--- src/rtl/uart_tx_fifo.sv ---
// rtl/uart_tx_fifo.sv - UART transmitter fed by a word FIFO
// Words are queued on TX_en and serialised as start, data (LSB first), optional parity, stop bits.
module uart_tx_fifo #(
  parameter int DATA_BITS    = 8,
  parameter int PARITY       = 0,
  parameter int STOP_BITS    = 1,
  parameter int CLKS_PER_BIT = 868,
  parameter int FIFO_DEPTH   = 16
) (
  input  logic                          clk,
  input  logic                          reset_b,
  input  logic                          TX_en,
  input  logic [DATA_BITS-1:0]          TX_Data_in,
  output logic                          TX_Ready,
  output logic                          RsTx,
  output logic                          TX_Busy,
  output logic                          TX_Overflow,
  output logic [$clog2(FIFO_DEPTH):0]   FIFO_Count
);

  localparam int AW = $clog2(FIFO_DEPTH);
  localparam int BW = $clog2(CLKS_PER_BIT);
  localparam int IW = $clog2(DATA_BITS);

  typedef enum logic [2:0] {S_IDLE, S_START, S_DATA, S_PAR, S_STOP} state_t;

  logic [DATA_BITS-1:0] mem [FIFO_DEPTH];
  logic [AW-1:0]        wr_ptr, rd_ptr;
  logic [DATA_BITS-1:0] head, shreg;
  logic [BW-1:0]        baud_cnt;
  logic [IW-1:0]        bit_idx;
  logic                 stop_idx;
  logic                 par_bit;
  logic                 push, pop, not_empty, bit_end, last_stop;
  state_t               state;

  assign not_empty = FIFO_Count != '0;
  // Fullness is judged on the registered count only, so a same-cycle pop never rescues a write.
  assign TX_Ready  = FIFO_Count < (AW+1)'(FIFO_DEPTH);
  assign push      = TX_en & TX_Ready;
  assign head      = mem[rd_ptr];
  assign bit_end   = baud_cnt == BW'(CLKS_PER_BIT-1);
  assign last_stop = stop_idx == 1'(STOP_BITS-1);
  assign pop       = not_empty & ((state == S_IDLE) | ((state == S_STOP) & bit_end & last_stop));
  assign TX_Busy   = state != S_IDLE;

  always_ff @(posedge clk) begin
    if (push) mem[wr_ptr] <= TX_Data_in;
  end

  always_ff @(posedge clk or negedge reset_b) begin
    if (!reset_b) begin
      wr_ptr      <= '0;
      rd_ptr      <= '0;
      FIFO_Count  <= '0;
      TX_Overflow <= 1'b0;
    end else begin
      if (push) wr_ptr <= wr_ptr + AW'(1);
      if (pop)  rd_ptr <= rd_ptr + AW'(1);
      if (push && !pop)      FIFO_Count <= FIFO_Count + (AW+1)'(1);
      else if (pop && !push) FIFO_Count <= FIFO_Count - (AW+1)'(1);
      if (TX_en && !TX_Ready) TX_Overflow <= 1'b1;
    end
  end

  // RsTx is a registered copy of the current state's bit, so the line trails the state by one clock.
  always_ff @(posedge clk or negedge reset_b) begin
    if (!reset_b) begin
      state    <= S_IDLE;
      baud_cnt <= '0;
      bit_idx  <= '0;
      stop_idx <= 1'b0;
      shreg    <= '0;
      par_bit  <= 1'b0;
      RsTx     <= 1'b1;
    end else begin
      if (state == S_IDLE || bit_end) baud_cnt <= '0;
      else                            baud_cnt <= baud_cnt + BW'(1);

      case (state)
        S_START: RsTx <= 1'b0;
        S_DATA:  RsTx <= shreg[0];
        S_PAR:   RsTx <= par_bit;
        default: RsTx <= 1'b1;
      endcase

      if (pop) begin
        shreg   <= head;
        par_bit <= (^head) ^ (PARITY == 1);
        state   <= S_START;
      end else begin
        case (state)
          S_IDLE: state <= S_IDLE;
          S_START: if (bit_end) begin
            state   <= S_DATA;
            bit_idx <= '0;
          end
          S_DATA: if (bit_end) begin
            shreg <= shreg >> 1;
            if (bit_idx == IW'(DATA_BITS-1)) begin
              state    <= (PARITY != 0) ? S_PAR : S_STOP;
              stop_idx <= 1'b0;
            end else begin
              bit_idx <= bit_idx + IW'(1);
            end
          end
          S_PAR: if (bit_end) begin
            state    <= S_STOP;
            stop_idx <= 1'b0;
          end
          S_STOP: if (bit_end) begin
            if (last_stop) state <= S_IDLE;
            else           stop_idx <= 1'b1;
          end
          default: state <= S_IDLE;
        endcase
      end
    end
  end

endmodule

--- config.mk ---
export PLATFORM = sky130hd
export DESIGN_NAME = uart_tx_fifo
export DESIGN_NICKNAME = d
export VERILOG_FILES = /design/src/rtl/uart_tx_fifo.sv
export SDC_FILE = /design/constraint.sdc
export NUM_CORES = 1
export LEC_CHECK = 0
export CAP_MARGIN = 10
export CORE_MARGIN = 8
export CORE_UTILIZATION = 53
export CTS_CLUSTER_DIAMETER = 30
export CTS_CLUSTER_SIZE = 8
export DETAILED_ROUTE_END_ITERATION = 8
export GPL_ROUTABILITY_DRIVEN = 0
export GPL_TIMING_DRIVEN = 1
export PLACE_DENSITY = 0.7
export SYNTH_ARGS = -nofsm -noshare
export SYNTH_HDL_FRONTEND = slang
export SYNTH_SLANG_ARGS = --single-unit
--- constraint.sdc ---
create_clock -name clk -period 3.3 [get_ports clk]
set_clock_uncertainty 0.05 [all_clocks]
set_input_delay 0.33 -clock clk [delete_from_list [all_inputs] [get_ports clk]]
set_output_delay 0.33 -clock clk [all_outputs]
set_load 0.1 [all_outputs]
==> results of run 1 <==
==> per-stage QoR <==
stage	cell area, um^2	instances	hold slack, ns
6_report	7920	626	0.406
5_1_grt	7920	626	0.431
4_1_cts	7920	626	0.416
3_5_place_dp	7350	595	0.402
3_3_place_gp	7350	595	0.391
2_1_floorplan	7010	411	-0.0156
==> state kept, by name, summed over array words and instances (netlist names) <==
signal	flops
wr_ptr	4
par_bit	1
baud_cnt	10
rd_ptr	4
TX_Overflow	1
RsTx	1
state	3
mem	128
shreg	8
bit_idx	3
FIFO_Count	5
==> power groups by stage <==
stage / clock network, mW / logic, mW / registers, mW
after floorplan: 0 / 0.566 / 2.86
after global placement: 0 / 1.06 / 2.65
after detailed placement: 0 / 1.07 / 2.66
after CTS: 1.91 / 1.08 / 2.62
after global routing: 1.99 / 1.16 / 2.65
final: 1.89 / 1.06 / 2.62
==> worst min path at each step <==
stage,to,from,cells past startpoint
2_1_floorplan,FIFO_Count[0],reset_b,0
3_3_place_gp,TX_Overflow,TX_Overflow,1
3_5_place_dp,TX_Overflow,TX_Overflow,1
4_1_cts,TX_Overflow,TX_Overflow,1
5_1_grt,TX_Overflow,TX_Overflow,1
6_report,TX_Overflow,TX_Overflow,1
==> cell usage in the layout (no fill, tap or decap), types with 6 or more instances in the layout <==
cell	count
a21oi_1	6
a22oi_1	17
and2_1	17
clkbuf_16	17
clkdlybuf4s50_1	18
dfrtp_1	38
edfxtp_1	128
ha_1	12
inv_1	10
mux4_1	11
mux4_2	21
nand2_1	29
nand3_1	7
nor2_1	18
o21ai_0	13
xnor2_1	20
==> area by class of cell <==
type	instances	area, um^2	share of cell area (%)
Clock inverter	12	130	1.64
Sequential cell	168	4850	61.2
Inverter	10	37.5	0.474
Multi-Input combinational cell	216	2000	25.2
Timing Repair Buffer	26	253	3.19
Tap cell	176	220	2.78
Clock buffer	18	429	5.42
==> worst reg2reg max path: stages (launching register included) <==
cell,delay [ns]
dfrtp_1,0.41
or4_1,0.54
o21ai_0,0.16
a21oi_1,0.08
inv_1,0.12
ha_1,0.19
inv_1,0.10
fa_1,0.41
a21o_1,0.19
a21oi_1,0.17
xnor2_1,0.15
nor2_1,0.07
xnor2_1,0.12
==> logic make-up (layout without fill, tap and decap cells) <==
kind of cell / count (synthesis) / in the layout / share of synthesized area, %
AO/OA/AOI/OAI: 46 / 46 / 4.33
XOR/XNOR: 25 / 25 / 3.12
adder cells (fa/ha/maj): 13 / 13 / 2.43
buffers and inverters: 27 / 66 / 2.43
flip-flops: 168 / 168 / 69.1
multiplexers: 40 / 40 / 12.1
AND/OR/NAND/NOR: 92 / 92 / 6.55
==> metal layers <==
layer / track usage [%] / share of wire (%) / routed length [um]
met5: 0 / 0 / 0
met4: 6.48 / 1.3 / 163
met3: 4.06 / 4.1 / 510
met2: 25.7 / 50 / 6280
met1: 21.0 / 45 / 5610
==> results by stage, run 1 <==
Run status:
- The flow ran to the end, and the final reports show no timing, DRC or antenna violations.

Pwr:
- In this run the power density over the cells is 704 mW/mm^2.
- The worst ir drop on vdd is roughly 0.55 mV.
- The cell internal power dissipation is just under 4 mW.
- The share of total power dissipated in sequential elements is between 40% and 50%.
- The analysis attributes to cell leakage a power of 2.82 nW.
- The final total power is roughly 5.6 mW.
- Summed over all nets, the switching power comes to around 1.6 mW.
- The clock network accounts for ~34% of the total power.
- The switching share of power is around 29%.
- The combinational power share is between 10% and 20%.

Critical path:
- Measured in cells, the most critical reg-to-reg path has a length of 12.
- Walking the worst path, the cells encountered are or4_1 -> o21ai_0 -> a21oi_1 -> inv_1 -> ha_1 -> inv_1 -> fa_1 -> a21o_1 -> a21oi_1 -> xnor2_1 -> nor2_1 -> xnor2_1.
- The number of buffers and inverters on the critical path is 2.
- The capturing point of the worst reg2reg path is FIFO_Count[4].
- The slowest cell on the critical path is or4_1.
- The origin of the critical flop-to-flop path is FIFO_Count[2].
- Along the worst path, the maximum fanout reaches 4.
- The largest delay contributor family on the critical path is simple AND/OR/NAND/NOR gates.
- The count of cell instances traversed by the critical path is 12.
- The end point of the critical path is FIFO_Count[4].
- The worst setup path startpoint is FIFO_Count[2].
- The setup slack on the worst flop-to-flop path is approximately 0.43 ns.
- STA classifies the critical path endpoint as a flop.
- The worst setup path is of the reg -> reg kind.
- STA classifies the critical path startpoint as a flop.
- Data on the critical path is required at its endpoint by ~3.6 ns.
- The arrival time reported for the critical path endpoint is ~3.1 ns.
- The maximum single-stage delay on the critical path is ~0.54 ns.

GRT:
- Entering global routing, the biggest net connects 41 pins.
- The total congestion overflow after global routing is 0.
- The number of global-route vias before repair came to between 3k and 4k.
- The first global-routing pass estimated between 20 and 25 mm of wire.
- The initial antenna violation count is 0.
- The total routing resource utilization after global routing is 16.2%.

Clocking:
- The post-CTS repair timing setup buffer count is 0.
- The later-pin clock latency in the skew report is approximately 0.41 ns.
- The number of buffers added by the clock tree synthesis step is 17.
- The quantity of gates resized following cts is 0.
- The H-tree generated during clock tree synthesis spans 4 levels.
- The clock sink count is 168.
- No sink is reached through more buffers than the 2 on the longest clock path.
- Clock-pin slew was measured on the worst setup and hold paths at around 0.06 ns.
- The buffer type at the clock tree root is clkbuf_16.
- The CTS tree is built.
- After clock tree synthesis, the flow added hold-fix buffers numbering 1.

STA:
- The max-slew violation total from the final report is 0.
- Timing would allow up to between 300 and 400 MHz.
- The time the final worst path needs with I/O delays and setup is between 2 and 3 ns.
- The actual transition at the worst max-transition pin is between 0.9 and 1 ns.
- Setup repair after global routing left no endpoint under its margin.
- The count of final setup violators is 0.
- Once routing completed, OpenROAD measured the worst setup slack at about 0.43 ns.
- The share of the clock period used by the worst path after layout is 86.9%.
- Setup total negative slack on the finished layout was measured at 0 ns.
- The final number of hold-violating endpoints is 0.
- The remaining max-slew budget at the tightest pin is between 30% and 40%.

Layout:
- At the end of the flow, the number of nets in the layout was between 400 and 500.
- The layout has 972 filler cells.
- The signed area change from the synthesized netlist to the final layout is 12.8%.
- The antenna cell count is 0.
- The final core area utilization is between 60 and 70%.
- The share of final-layout standard cells stronger than drive strength 1 is 13.6%.

Yosys:
- The library cell with the highest instance count after synthesis is edfxtp_1.
- The portion of synthesized cell area occupied by the leading cell type is roughly 55%.
- Sequential cells were found to cover between 60% and 70% of the synthesized design area.
- The commonest register cell after synthesis is edfxtp_1.
- The net count of the mapped netlist is 435.
- Counting instances in the post-synthesis netlist gives the leading cell types as edfxtp_1, dfrtp_1, nand2_1, mux4_2, xnor2_1.
- After synthesis the netlist holds a flip-flop and latch count of roughly 170.
- In the post-synthesis netlist, the biggest area contributors are edfxtp_1, dfrtp_1, mux4_2.
- Yosys mapped a number of flops with a built-in enable equal to 128.
- The Yosys step of the flow raised 0 warnings.
- The fraction of synthesis flops using an asynchronous set or reset pin is 23.8%.
- Counting every instance in the synthesized netlist gives between 400 and 500.
- Summed over all instances, the cell type with the most area after synthesis is edfxtp_1.
- After synthesis the cells add up to about 0.007 mm^2.
- The post-synthesis cell type count is 40.
- The average cell area after synthesis is ~17 um^2.

Detailed routing:
- The pre-antenna-repair detailed-routing pass consisted of 5 iterations.
- In the routed design, unresolved DRC markers number 0.
- The routed layout has ~3.5k vias.
- The count of nets left with antenna violations once routing finished came out at 0.
- The ratio of routed vias to standard cells is between 5 and 6.
- For this block, the initial DRC count from the detailed router was between 200 and 300.
- The routed wire length is between 10 and 15 mm.
- The final routed wire length divided by cell count is 20.1 um.

Floorplan:
- The die extent in x is 131 um.
- The die covers approximately 0.017 mm^2.
- The number of rows created at floorplan is 42.
- During I/O placement, the number of pins put on the boundary was 20.
- The die is roughly 130 um tall.
- The initial core utilization is ~54%.
- The core region is about 0.013 mm^2.

Placed design:
- The detailed placement HPWL is 7.94 mm.
- Prior to clock tree synthesis, the placed netlist has a worst setup slack of between 0.4 and 0.5 ns.
- The count of input and output buffers is 19.

Job:
- Max-cap violations in this run came to 0.

Min path:
- The class of the worst hold path is reg -> reg.
No activity file was read; power rests on OpenSTA's default activity.
==> run 2, diff against run 1 <==
PLACE_DENSITY = 0.79   (was 0.7)
==> run 2 against run 1 <==
Hold slack better by 0.0054 ns. Die area unchanged. Design area down 0.25%. Non-clock buffer count unchanged. Clock power down 6%. Largest power group unchanged. Clock-buffer cell count up 1. Power down 1.8%. Wire length up 1.7%. First-iteration DRC count up 32%. Critical path depth unchanged.
==> results by stage, run 2 (synthesis results as in run 1) <==
Floorplan:
- The die extent in x is 131 um (unchanged).
- The height of the die is 131 um (unchanged).
- The number of rows created at floorplan is 42 (unchanged).
- The floorplan die area is 0.0172 mm^2 (unchanged).
- The number of primary I/O pins was 20 (unchanged).
- The area of the placeable core is 0.0131 mm^2 (unchanged).
- The initial core utilization was 53.6% (unchanged).

Critical path:
- The largest delay contributor family on the critical path is adder cells (was simple AND/OR/NAND/NOR gates).
- The maximum single-stage delay on the critical path is 0.53 ns (was 0.54 ns).
- Cells traversed along the worst timing path: or4_1 -> o21ai_0 -> a21oi_1 -> inv_1 -> ha_1 -> inv_1 -> fa_1 -> a21o_1 -> a21oi_1 -> xnor2_1 -> nor2_1 -> xnor2_1 (unchanged).
- The kind of critical path is reg -> reg (unchanged).
- The slowest cell on the critical path is or4_1 (unchanged).
- The number of buffers and inverters on the critical path was 2 (unchanged).
- The arrival time reported for the critical path endpoint is 3.20 ns (was 3.12 ns).
- The worst-path maximum fanout is 5 (was 4).
- The element type at the critical path end is a flop (unchanged).
- The length in cells of the worst reg-to-reg path is 12 (unchanged).
- The nature of the critical path startpoint is a flop (unchanged).
- The data required time of the worst path was 3.55 ns (about the same).
- The count of cell instances traversed by the critical path is 12 (unchanged).

Clocking:
- The number of buffers added by the clock tree synthesis step came to 17 (unchanged).
- The clock-pin slew of the registers on the worst-case setup and hold paths is 0.06 ns (about the same).
- The number of H-tree levels was 4 (unchanged).
- The quantity of gates resized following cts came to 0 (unchanged).
- The maximum count of clock buffers along a single path was 2 (unchanged).
- The later-pin clock latency in the skew report came to 0.42 ns (was 0.41 ns).
- The buffer type at the clock tree root is clkbuf_16 (unchanged).
- The clock sink count came to 168 (unchanged).
- The CTS tree is built (unchanged).

Placed design:
- The count of input and output buffers is 19 (unchanged).
- The detailed placement HPWL is 8.18 mm (was 7.94 mm).
- The pre-CTS worst setup slack is 0.401 ns (was 0.452 ns).

STA:
- The worst hold margin is 0.411 ns (was 0.406 ns).
- The remaining max-slew budget at the tightest pin is 33.6% (was 33.8%).
- The actual transition at the worst max-transition pin is 0.993 ns (was 0.990 ns).
- The max-slew violation total from the final report is 0 (unchanged).
- The share of the clock period used by the worst path after layout came to 89.3% (was 86.9%).
- The peak clock frequency supported by timing was 339 MHz (was 349 MHz).
- The final number of hold-violating endpoints is 0 (unchanged).
- The count of final setup violators is 0 (unchanged).
- The time the final worst path needs with I/O delays and setup is 2.95 ns (was 2.87 ns).
- The setup slack of the critical path after layout is 0.353 ns (was 0.433 ns).
- The final sum of negative setup slack is 0 ns (unchanged).
- RSZ-0062 raised after global routing: false (unchanged).

Detailed routing:
- The number of iterations in the first detailed-routing pass is 4 (was 5).
- The via count is 3,569 (was 3,518).
- The starting DRC count in detailed routing is 344 (was 261).
- The residual DRC count came to 0 (unchanged).
- The number of nets still failing antenna checks after routing is 0 (unchanged).
- The routed wire length was 12.8 mm (was 12.6 mm).
- The ratio of routed vias to standard cells is 5.68 (was 5.62).
- The final routed wire length divided by cell count was 20.3 um (was 20.1 um).

GRT:
- The wire length of the first global-routing pass was 20.4 mm (was 20.1 mm).
- The number of global-route vias before repair is 3,738 (was 3,645).
- The total congestion overflow after global routing is 0 (unchanged).
- The total routing resource utilization after global routing came to 16.6% (was 16.2%).
- The pin count of the biggest net entering global routing is 41 (unchanged).
- The initial antenna violation count was 0 (unchanged).

Layout:
- The final layout net count is 463 (unchanged).
- Most frequent cells in the layout: edfxtp_1, dfrtp_1, nand2_1 (unchanged).
- The flip-flop count of the largest register, all copies and words added is 128 (unchanged).
- The antenna cell count came to 0 (unchanged).
- Registers with the most flip-flops: mem x128, baud_cnt x10, shreg x8 (unchanged).
- The register with the most flip-flops is mem (unchanged).
- The number of inserted filler cells in the final layout is 937 (was 972).
- The share of final-layout standard cells stronger than drive strength 1 is 13.7% (was 13.6%).
- The most common library cell in the layout ignoring fill and taps is edfxtp_1 (unchanged).
- The signed area change from the synthesized netlist to the final layout is 12.6% (was 12.8%).

Run status:
- Run status: completed (unchanged).

Min path:
- The class of the worst hold path was reg -> reg (unchanged).
- The depth of the worst hold-timing path is 1 (unchanged).

Pwr:
- The worst ir drop on vdd is 0.510 mV (was 0.546 mV).
- The total power density per cell area is 693 mW/mm^2 (was 704 mW/mm^2).
- The leakage component of the power was 2.82 nW (about the same).

Job:
- The max-capacitance violation count is 0 (unchanged).
run 2: changes by cell type in the layout (fill, tap and decap cells not counted), sizes merged:
cell / previous run / this run
bufinv: 2 / 0
clkbuf: 18 / 19
clkinv: 6 / 7
clkinvlp: 3 / 1
inv: 11 / 15
run 2: per-layer routing:
| metal | vias to the layer above | part of all wire (%) | global-route usage, % |
|---|---|---|---|
| li1 | 1646 | - | - |
| met1 | 1813 | 41 | 20.8 |
| met2 | 97 | 52 | 27.3 |
| met3 | 13 | 6.0 | 4.30 |
| met4 | 0 | 1.3 | 6.41 |
| met5 | - | 0 | 0 |
run 2: final timing paths:
check	start	to	slack [ns]
max	FIFO_Count[0]	FIFO_Count[4]	0.35
min in group asynchronous	reset_b	baud_cnt[6]	0.51
max reg2reg	FIFO_Count[0]	FIFO_Count[4]	0.35
min	TX_Overflow	TX_Overflow	0.41
max in group asynchronous	reset_b	rd_ptr[0]	2.07
min reg2reg	TX_Overflow	TX_Overflow	0.41
run 2: stage by stage:
stage / power (mW) / utilization (%) / cells / cell area (um^2)
after floorplan: 3.43 / - / 411 / 7010
after global placement: 3.69 / 56.2 / 595 / 7360
after detailed placement: 3.74 / 56.2 / 595 / 7360
after CTS: 5.52 / 60.3 / 628 / 7900
after global routing: 5.70 / 60.3 / 628 / 7900
final: 5.47 / 60.3 / 628 / 7900
run 2: what timing repair did:
action / 4_1_cts / 5_1_grt
setup endpoints to repair: 0 / 0
hold endpoints to repair: 8 / 0
setup buffers: 0 / 0
hold buffers: 1 / 0
run 2: area by class of cell:
class,count,area (um^2),share of cell area [%]
Timing Repair Buffer,26,265,3.36
Clock inverter,13,93.8,1.19
Tap cell,176,220,2.79
Multi-Input combinational cell,216,2000,25.3
Clock buffer,19,433,5.48
Sequential cell,168,4850,61.4
Inverter,10,37.5,0.475
run 2: where the power goes:
group          internal (mW)  leakage, nW  switching, mW
Sequential              2.49         1.64          0.153
Combinational          0.385        0.920          0.677
Clock                  0.969        0.259          0.801
==> run 3, diff against run 2 <==
CORE_ASPECT_RATIO = 0.9   (was unset)
==> run 3 against run 2 <==
The flow now finishes with violations (hold timing). Critical path type unchanged. Fmax is 0.73% higher. Highest routed layer unchanged. Utilization shrank 0.15 points. Design area is 0.35% higher.
==> results by stage, run 3 (synthesis results as in run 1) <==
Run status:
- Run status: finished with violations (was completed).
- The final reports fail on hold timing.

Floorplan:
- The die extent in x came to 137 um (was 131 um).
- The number of primary I/O pins is 20 (unchanged).
- The floorplan die area came to 0.0172 mm^2 (about the same).
- The height of the die is 125 um (was 131 um).
- The initial core utilization is 53.3% (was 53.6%).
- The area of the placeable core came to 0.0132 mm^2 (was 0.0131 mm^2).
- The number of rows created at floorplan was 40 (was 42).

Detailed routing:
- The residual DRC count is 0 (unchanged).
- The ratio of routed vias to standard cells was 5.80 (was 5.68).
- The number of iterations in the first detailed-routing pass is 4 (unchanged).
- The routed wire length is 13.1 mm (was 12.8 mm).
- The via count is 3,594 (was 3,569).
- The number of nets still failing antenna checks after routing is 0 (unchanged).
- The starting DRC count in detailed routing was 218 (was 344).
- The final routed wire length divided by cell count is 21.1 um (was 20.3 um).

Layout:
- The antenna cell count was 0 (unchanged).
- The most common library cell in the layout ignoring fill and taps is edfxtp_1 (unchanged).
- The final layout net count was 463 (unchanged).
- The register with the most flip-flops is mem (unchanged).
- The final core area utilization is 60.2% (was 60.3%).
- The signed area change from the synthesized netlist to the final layout is 13.0% (was 12.6%).
- Most frequent cells in the layout: edfxtp_1, dfrtp_1, nand2_1 (unchanged).
- Registers with the most flip-flops: mem x128, baud_cnt x10, shreg x8 (unchanged).
- The flip-flop count of the largest register, all copies and words added was 128 (unchanged).
- The share of final-layout standard cells stronger than drive strength 1 is 15.0% (was 13.7%).

Placed design:
- The pre-CTS worst setup slack is 0.386 ns (was 0.401 ns).
- The count of input and output buffers came to 19 (unchanged).
- The detailed placement HPWL is 8.16 mm (was 8.18 mm).

STA:
- The worst hold margin is -0.0187 ns (was 0.411 ns).
- The count of final setup violators is 0 (unchanged).
- The remaining max-slew budget at the tightest pin was 34.4% (was 33.6%).
- The final number of hold-violating endpoints came to 26 (was 0).
- The share of the clock period used by the worst path after layout is 88.7% (was 89.3%).
- RSZ-0062 raised after global routing: false (unchanged).
- The setup slack of the critical path after layout is 0.374 ns (was 0.353 ns).
- The peak clock frequency supported by timing is 342 MHz (was 339 MHz).
- The time the final worst path needs with I/O delays and setup is 2.93 ns (was 2.95 ns).
- The final sum of negative setup slack is 0 ns (unchanged).
- The max-slew violation total from the final report is 0 (unchanged).
- The actual transition at the worst max-transition pin is 0.981 ns (was 0.993 ns).

Clocking:
- The buffer type at the clock tree root is clkbuf_16 (unchanged).
- The quantity of gates resized following cts is 0 (unchanged).
- The clock-pin slew of the registers on the worst-case setup and hold paths was 0.07 ns (was 0.06 ns).
- The CTS tree is built (unchanged).
- The number of buffers inserted for hold repair after clock tree synthesis is 0 (was 1).
- The number of H-tree levels is 4 (unchanged).
- The number of buffers added by the clock tree synthesis step is 17 (unchanged).
- The clock sink count is 168 (unchanged).
- The post-CTS repair timing setup buffer count is 0 (unchanged).
- The later-pin clock latency in the skew report is 0.44 ns (was 0.42 ns).
- The maximum count of clock buffers along a single path is 2 (unchanged).

Critical path:
- The slowest cell on the critical path is or4_1 (unchanged).
- The maximum single-stage delay on the critical path is 0.52 ns (was 0.53 ns).
- The worst setup path startpoint is FIFO_Count[0] (unchanged).
- The data required time of the worst path came to 3.57 ns (was 3.55 ns).
- The kind of critical path is reg -> reg (unchanged).
- The nature of the critical path startpoint was a flop (unchanged).
- The origin of the critical flop-to-flop path is FIFO_Count[0] (unchanged).
- The element type at the critical path end is a flop (unchanged).
- The worst-path maximum fanout came to 5 (unchanged).
- The setup slack on the worst flop-to-flop path is 0.37 ns (was 0.35 ns).
- The length in cells of the worst reg-to-reg path is 12 (unchanged).
- The capturing point of the worst reg2reg path is FIFO_Count[4] (unchanged).
- The arrival time reported for the critical path endpoint was 3.20 ns (about the same).
- Cells traversed along the worst timing path: or4_1 -> o21ai_0 -> a21oi_1 -> inv_1 -> ha_1 -> inv_1 -> fa_1 -> a21o_1 -> a21oi_1 -> xnor2_1 -> nor2_1 -> xnor2_1 (unchanged).

GRT:
- The initial antenna violation count is 0 (unchanged).
- The total routing resource utilization after global routing is 16.5% (was 16.6%).
- The wire length of the first global-routing pass is 20.9 mm (was 20.4 mm).
- The total congestion overflow after global routing is 0 (unchanged).
- The number of global-route vias before repair is 3,812 (was 3,738).
- The pin count of the biggest net entering global routing is 41 (unchanged).

Pwr:
- The total power density per cell area was 714 mW/mm^2 (was 693 mW/mm^2).
- The worst ir drop on vdd was 0.613 mV (was 0.510 mV).
- The leakage component of the power is 2.84 nW (was 2.82 nW).
- The final total power is 5.65 mW (was 5.47 mW).

Job:
- The max-capacitance violation count is 0 (unchanged).

Min path:
- The class of the worst hold path is in -> async (was reg -> reg).
==> run 3: cell types whose count changed in the layout (fill, tap and decap cells not counted), sizes merged <==
cell	before	now
buf	7	9
clkbuf	19	17
dlygate4sd3	1	0
clkinv	7	4
clkdlybuf4s50	18	17
inv	15	20
==> run 3: worst max path at each step <==
stage                     slack (ns)  cells after the start            end
after floorplan                 0.01                     12  FIFO_Count[4]
final                           0.37                     12  FIFO_Count[4]
after detailed placement        0.39                     12  FIFO_Count[4]
after global placement          0.49                     12  FIFO_Count[4]
after CTS                       0.36                     12  FIFO_Count[4]
after global routing            0.19                     12  FIFO_Count[4]
==> run 3: power breakdown <==
group,switching [mW],internal (mW),total [mW]
Sequential,0.150,2.48,2.63
Combinational,0.668,0.379,1.05
Clock,0.946,1.03,1.97
Total,1.76,3.89,5.65
==> run 3: final cells by class <==
| class | instances | area [um^2] |
|---|---|---|
| clock buffer | 17 | 425 |
| timing repair buffer | 26 | 235 |
| fill | 940 | 5240 |
| inverter | 10 | 37.5 |
| tap | 168 | 210 |
| multi-input combinational | 216 | 2000 |
| sequential | 168 | 4850 |
| clock inverter | 15 | 169 |
==> run 3: worst max-delay path: cells and delay by family, from the launching register on <==
family / cells / cell delay, ns
compound gates: 4 / 0.61
xor+xnor: 2 / 0.26
fa+ha+maj: 2 / 0.64
buf+inv: 2 / 0.22
flops: 1 / 0.44
simple gates: 2 / 0.59
==> run 3: through the flow <==
stage | hold slack [ns] | cell area (um^2) | instances
after floorplan | -0.0156 | 7010 | 411
after global routing | 0.0469 | 7920 | 620
after CTS | 0.0106 | 7920 | 620
after global placement | 0.390 | 7330 | 588
after detailed placement | 0.398 | 7330 | 588
final | -0.0187 | 7920 | 620
==> run 3: per-layer routing <==
layer	vias up	GRT usage, %	wire length (um)
li1	1643	-	-
met1	1851	20.3	5590
met2	82	26.3	6580
met3	18	5.52	655
met4	0	6.19	229
met5	-	0	0
